--- src/rtl/mem_arbiter_pkg.sv ---
// ---------------------------------------------------------------------------
// mem_arbiter_pkg : shared types for the two-port to one-port memory arbiter
// Revision 1.0
// ---------------------------------------------------------------------------
`default_nettype none

package mem_arbiter_pkg;

  typedef logic [15:0] lc3b_word;

  typedef struct packed {
    logic       read;
    logic       write;
    logic [1:0] wmask;
    lc3b_word   address;
    lc3b_word   wdata;
  } lc3b_mem_req;

  typedef enum logic [2:0] {
    ARB_IDLE   = 3'd0,
    ARB_BUSY_A = 3'd1,
    ARB_BUSY_B = 3'd2,
    ARB_DONE_A = 3'd3,
    ARB_DONE_B = 3'd4
  } lc3b_arb_state;

  // A request with both strobes high is treated as a write.
  function automatic lc3b_mem_req make_req(input logic rd, input logic wr,
                                           input logic [1:0] mask,
                                           input lc3b_word addr, input lc3b_word data);
    lc3b_mem_req r;
    r.read    = rd & ~wr;
    r.write   = wr;
    r.wmask   = mask;
    r.address = addr;
    r.wdata   = data;
    return r;
  endfunction

endpackage

`default_nettype wire

--- src/rtl/mem_arbiter_if.sv ---
// ---------------------------------------------------------------------------
// mem_arbiter_if : one memory request/response channel
// Revision 1.0
// ---------------------------------------------------------------------------
`default_nettype none

interface mem_arbiter_if;
  import mem_arbiter_pkg::*;

  logic       read;
  logic       write;
  logic [1:0] wmask;
  lc3b_word   address;
  lc3b_word   wdata;
  logic       resp;
  lc3b_word   rdata;

  modport master (output read, output write, output wmask, output address, output wdata,
                  input  resp, input  rdata);

  modport slave  (input  read, input  write, input  wmask, input  address, input  wdata,
                  output resp, output rdata);
endinterface

`default_nettype wire

--- src/rtl/mem_arbiter.sv ---
// ---------------------------------------------------------------------------
// mem_arbiter : serialises ports A and B onto one pmem port, with watchdog
// Revision 1.0
// ---------------------------------------------------------------------------
`default_nettype none

module mem_arbiter
  import mem_arbiter_pkg::*;
#(
  parameter int TIMEOUT_CYC = 255
) (
  input  logic          clk,
  input  logic          rst_n,
  mem_arbiter_if.slave  a,
  mem_arbiter_if.slave  b,
  mem_arbiter_if.master pmem,
  output logic          timeout_err
);

  localparam int CNT_W = ($clog2(TIMEOUT_CYC + 1) > 8) ? $clog2(TIMEOUT_CYC + 1) : 8;
  localparam logic [CNT_W-1:0] CNT_LAST = (TIMEOUT_CYC == 0) ? '0 : CNT_W'(TIMEOUT_CYC - 1);

  lc3b_arb_state    state;
  lc3b_mem_req      lat;
  logic             last_b;
  logic [CNT_W-1:0] cnt;
  lc3b_word         a_rdata_reg;
  lc3b_word         b_rdata_reg;

  logic req_a;
  logic req_b;
  logic grant_a;
  logic grant_b;
  logic busy;
  logic serving_a;

  assign req_a     = a.read | a.write;
  assign req_b     = b.read | b.write;
  // On contention the port that did not win last time goes next.
  assign grant_b   = req_b & (~req_a | ~last_b);
  assign grant_a   = req_a & ~grant_b;
  assign busy      = (state == ARB_BUSY_A) || (state == ARB_BUSY_B);
  assign serving_a = (state == ARB_BUSY_A);

  always_ff @(posedge clk or negedge rst_n) begin
    if (!rst_n) begin
      state       <= ARB_IDLE;
      lat         <= '0;
      last_b      <= 1'b0;
      cnt         <= '0;
      a_rdata_reg <= '0;
      b_rdata_reg <= '0;
      timeout_err <= 1'b0;
    end else begin
      timeout_err <= 1'b0;
      case (state)
        ARB_IDLE: begin
          if (grant_b) begin
            lat    <= make_req(b.read, b.write, b.wmask, b.address, b.wdata);
            last_b <= 1'b1;
            cnt    <= '0;
            state  <= ARB_BUSY_B;
          end else if (grant_a) begin
            lat    <= make_req(a.read, a.write, a.wmask, a.address, a.wdata);
            last_b <= 1'b0;
            cnt    <= '0;
            state  <= ARB_BUSY_A;
          end
        end
        ARB_BUSY_A, ARB_BUSY_B: begin
          if (pmem.resp) begin
            if (serving_a) a_rdata_reg <= pmem.rdata;
            else           b_rdata_reg <= pmem.rdata;
            state <= serving_a ? ARB_DONE_A : ARB_DONE_B;
          end else if ((TIMEOUT_CYC != 0) && (cnt == CNT_LAST)) begin
            if (serving_a) a_rdata_reg <= '0;
            else           b_rdata_reg <= '0;
            timeout_err <= 1'b1;
            state       <= serving_a ? ARB_DONE_A : ARB_DONE_B;
          end else begin
            cnt <= cnt + CNT_W'(1);
          end
        end
        ARB_DONE_A, ARB_DONE_B: state <= ARB_IDLE;
        default:                state <= ARB_IDLE;
      endcase
    end
  end

  // Strobes are gated by state so an asynchronous reset drops them at once.
  assign pmem.read    = busy & lat.read;
  assign pmem.write   = busy & lat.write;
  assign pmem.wmask   = lat.wmask;
  assign pmem.address = lat.address;
  assign pmem.wdata   = lat.wdata;

  assign a.resp  = (state == ARB_DONE_A);
  assign a.rdata = a_rdata_reg;
  assign b.resp  = (state == ARB_DONE_B);
  assign b.rdata = b_rdata_reg;

endmodule

`default_nettype wire
--- src/flat_wrapper.sv ---
// flat-port wrapper written by rule: the top's interface ports become plain ports
module mem_arbiter_flat import mem_arbiter_pkg::*;
#(
  parameter int TIMEOUT_CYC = 255
)
  (clk, rst_n, timeout_err, a_read, a_write, a_wmask, a_address, a_wdata, a_resp, a_rdata, b_read, b_write, b_wmask, b_address, b_wdata, b_resp, b_rdata, pmem_read, pmem_write, pmem_wmask, pmem_address, pmem_wdata, pmem_resp, pmem_rdata);
  mem_arbiter_if a_i ();
  mem_arbiter_if b_i ();
  mem_arbiter_if pmem_i ();
  input  logic clk;
  input  logic rst_n;
  output logic timeout_err;
  input wire logic [$bits(a_i.read)-1:0] a_read;
  input wire logic [$bits(a_i.write)-1:0] a_write;
  input wire logic [$bits(a_i.wmask)-1:0] a_wmask;
  input wire logic [$bits(a_i.address)-1:0] a_address;
  input wire logic [$bits(a_i.wdata)-1:0] a_wdata;
  output wire logic [$bits(a_i.resp)-1:0] a_resp;
  output wire logic [$bits(a_i.rdata)-1:0] a_rdata;
  input wire logic [$bits(b_i.read)-1:0] b_read;
  input wire logic [$bits(b_i.write)-1:0] b_write;
  input wire logic [$bits(b_i.wmask)-1:0] b_wmask;
  input wire logic [$bits(b_i.address)-1:0] b_address;
  input wire logic [$bits(b_i.wdata)-1:0] b_wdata;
  output wire logic [$bits(b_i.resp)-1:0] b_resp;
  output wire logic [$bits(b_i.rdata)-1:0] b_rdata;
  output wire logic [$bits(pmem_i.read)-1:0] pmem_read;
  output wire logic [$bits(pmem_i.write)-1:0] pmem_write;
  output wire logic [$bits(pmem_i.wmask)-1:0] pmem_wmask;
  output wire logic [$bits(pmem_i.address)-1:0] pmem_address;
  output wire logic [$bits(pmem_i.wdata)-1:0] pmem_wdata;
  input wire logic [$bits(pmem_i.resp)-1:0] pmem_resp;
  input wire logic [$bits(pmem_i.rdata)-1:0] pmem_rdata;
  assign a_i.read = a_read;
  assign a_i.write = a_write;
  assign a_i.wmask = a_wmask;
  assign a_i.address = a_address;
  assign a_i.wdata = a_wdata;
  assign a_resp = a_i.resp;
  assign a_rdata = a_i.rdata;
  assign b_i.read = b_read;
  assign b_i.write = b_write;
  assign b_i.wmask = b_wmask;
  assign b_i.address = b_address;
  assign b_i.wdata = b_wdata;
  assign b_resp = b_i.resp;
  assign b_rdata = b_i.rdata;
  assign pmem_read = pmem_i.read;
  assign pmem_write = pmem_i.write;
  assign pmem_wmask = pmem_i.wmask;
  assign pmem_address = pmem_i.address;
  assign pmem_wdata = pmem_i.wdata;
  assign pmem_i.resp = pmem_resp;
  assign pmem_i.rdata = pmem_rdata;
  mem_arbiter #(.TIMEOUT_CYC(TIMEOUT_CYC)) u_core (.clk(clk), .rst_n(rst_n), .a(a_i), .b(b_i), .pmem(pmem_i), .timeout_err(timeout_err));
endmodule
--- config.mk ---
export PLATFORM = sky130hd
export DESIGN_NAME = mem_arbiter_flat
export DESIGN_NICKNAME = d
export VERILOG_FILES = /design/src/rtl/mem_arbiter_pkg.sv /design/src/rtl/mem_arbiter_if.sv /design/src/rtl/mem_arbiter.sv /design/src/flat_wrapper.sv
export SDC_FILE = /design/constraint.sdc
export NUM_CORES = 1
export LEC_CHECK = 0
export BUFFER_PORTS_ARGS = -buffer_cell sky130_fd_sc_hd__buf_2
export CAP_MARGIN = 20
export CORE_MARGIN = 3
export CORE_UTILIZATION = 25
export CTS_CLUSTER_DIAMETER = 80
export DETAILED_ROUTE_END_ITERATION = 10
export SYNTH_ARGS = -nofsm -noshare
export SYNTH_HDL_FRONTEND = slang
export SYNTH_SLANG_ARGS = --single-unit
export TNS_END_PERCENT = 100
--- constraint.sdc ---
create_clock -name clk -period 5.15 [get_ports clk]
set_input_delay 1.03 -clock clk [delete_from_list [all_inputs] [get_ports clk]]
set_output_delay 1.03 -clock clk [all_outputs]
set_load 0.02 [all_outputs]
==> reports/results.ini <==
[status]
status = finished, final reports clean

[critical_path]
startpoint = u_core.state[0]$_DFFE_PN0P_
crit_arrival_ns = 2.06
worst_ep_required_time_ns = 4.12
cp-start-kind = register
cp_max_fo = 13
crit_chain = xnor2_1 > nor2_1 > and2_1 > buf_2
r2r_setup_slack_ns = 2.89
reg2reg_to = u_core.b.rdata[6]$_DFFE_PN0P_
max_stage_delay_ns = 0.63
timing.rr.start = u_core.cnt[0]$_DFFE_PN0P_
r2r_cells = 6
critical_path_class = register to primary output
end_kind = primary output
crit_slowest_cell = nor2_1

[clock_network]
cts_buffers = 9
cts_root_buf = clkbuf_16
cts_max_level = 3
holdBufCountCts = 0
clock_sinks = 81
cts.repair.resized = 0
cts_buffer_depth = 2
clkLatencyLatePin_ns = 0.34
clk_pin_slew_ns = 0.06
cts_tree = done
postCtsSetupBuffers = 0

[final_layout]
diodes = 0
nets = 556
drive_gt1_share_pct = 40.04
most-common-layout-cells = 160 x buf_2, 81 x dfrtp_1, 40 x nor2_1
final_common_cell = buf_2
n_fill_cell = 1467
area_delta_synth_final_pct = 26.25

[sta]
final_hold_viol_count = 0
setup_ws_ns = 2.064
slew_headroom_pct = 31.41
fin_crit_sh_pct = 59.92
finClkSkew_ns = 0.008061
tns_ns = 0
report.final.setup_viol = 0
rsz0062_at_grt = no
finalMaxSlewViolations = 0
fmax_mhz = 324.1
tightest_slew_ns = 1.027
period_needed_ns = 3.086

[logic_synthesis]
synthArstFlopShare_pct = 100.0
syn_area_um2 = 3809
synth-edff-count = 0
synth.distinct_cells = 41
yosysWarnings = 0
synth_top_flop_cell = dfrtp_1
ys_ff_latch = 81
syn-num-nets = 437
syn-instance-count = 344
synth-seq-area-share_pct = 53.22
avgSynthCellArea_um2 = 11.07

[global_route]
grtUsageTotal_pct = 10.94
antenna_found_initial = 0
grt_max_degree = 82
grt_pass1_vias = 2968
grt.overflow.total = 0
grt_pass1_wl_mm = 14.20

[hold_path]
min_from = u_core.cnt[7]$_DFFE_PN0P_
worst_hold_path_type = register to register
hold_end = u_core.cnt[7]$_DFFE_PN0P_
whs_path_depth = 1

[drt]
drt-pass1-iter-count = 4
ant_nets = 0
drtIter0Drc = 108
routed_wirelength_mm = 9.148
drc = 0
wl_per_cell_um = 14.05
dr_total_vias = 2975
vias_per_cell = 4.570

[placed_design]
gp_congestion = 0.7755
pre_cts_ws_ns = 2.413
dp_hpwl_mm = 6.456
portBuffers = 161

[power]
powerDensity_nw_per_um2 = 646.4
p_leak_nw = 2.403
ir_worst_vdd_uv = 239.1

[floorplan]
placementRows = 44
initial_core_util_pct = 25.91
die_x_um = 129.4
core_um2 = 14700
top_level_ports = 162
die_h_um = 129.4
die_area_um2 = 16750

[run]
max-cap-violations = 0

==> metrics by stage <==
stage	power (W)	cells	util, %	hold WS [ns]	instance area [um2]
3_3_place_gp	0.002521	635	30.73	0.4763	4517
6_report	0.003108	651	32.71	0.4904	4808
2_1_floorplan	0.002279	344	-	0.4531	3809
5_1_grt	0.003357	651	32.71	0.5050	4808
4_1_cts	0.003173	650	32.58	0.4933	4788
3_5_place_dp	0.002557	635	30.73	0.4760	4517
==> kinds of logic after synthesis <==
logic type	Yosys count	share of synthesized area [%]
AO/OA/AOI/OAI	91	16.56
flip-flops	81	53.22
AND/OR/NAND/NOR	71	9.526
buffers and inverters	62	10.35
multiplexers	35	9.231
XOR/XNOR	2	0.4600
adder cells (fa/ha/maj)	2	0.6569
==> Yosys cell counts (2+ instances only) <==
cell type   n  area share [%]
nor3b_1     2            0.39
a21oi_1    36             4.7
and2_1      3            0.49
buf_2      12             1.6
o21ai_0     6            0.79
a22o_1     33             7.6
dfrtp_1    81              53
ha_1        2            0.66
xnor2_1     2            0.46
buf_6       2            0.59
and3_1      3            0.49
or3_1       2            0.33
buf_4      35             6.9
clkbuf_1    7            0.69
nand3_1     3            0.39
a31oi_1     7             1.1
mux2i_1    34             8.9
nand2_1     3            0.30
nor4_1      2            0.33
nand2b_1    3            0.49
nand3b_1    2            0.39
nor2_1     40             3.9
inv_1       6            0.59
==> state kept, by name (all words and copies together) (netlist names) <==
signal / count
u_core.b.rdata: 16
u_core.cnt: 8
u_core.pmem.wmask: 2
u_core.pmem.wdata: 16
u_core.pmem.address: 16
u_core.timeout_err: 1
u_core.last_b: 1
u_core.state: 3
u_core.a.rdata: 16
u_core.lat: 2
==> critical path, delay by kind of cell, from the launching register on <==
family | cells | cell delay (ns)
flops | 1 | 0.48
buf+inv | 1 | 0.16
simple gates | 2 | 0.85
xor+xnor | 1 | 0.22
==> where the power goes <==
part	internal [W]	total [W]	switching [W]
Clock	0.000335	0.000588	0.000253
Combinational	0.000542	0.00143	0.000891
Sequential	0.000920	0.00109	0.000167
Total	0.00180	0.00311	0.00131
==> worst max-delay path by stage <==
| stage | end | slack, ns | cells past startpoint |
|---|---|---|---|
| after CTS | pmem_write | 2.03 | 4 |
| after global placement | pmem_write | 2.46 | 4 |
| after floorplan | pmem_read | 2.71 | 5 |
| final | pmem_read | 2.06 | 4 |
| after global routing | pmem_read | 1.84 | 4 |
| after detailed placement | pmem_write | 2.41 | 4 |
==> cell type report <==
type                            count  area, um2  area share [%]
Clock buffer                       10      239.0           4.970
Clock inverter                      5      32.53          0.6766
Inverter                            6      22.52          0.4684
Multi-Input combinational cell    201       1414           29.40
Sequential cell                    81       2027           42.15
Tap cell                          184      230.2           4.788
Timing Repair Buffer              164      843.3           17.54
==> routing by layer <==
metal	GRT usage, %	vias to the layer above	share of wire (%)	routed length, um
met4	4.462	0	1.6	148
met5	0	-	0	0
met2	18.20	106	47	4341
met3	4.246	13	8.4	771
li1	-	1438	-	-
met1	12.70	1418	42	3886
(Power assumes the default switching activity.)
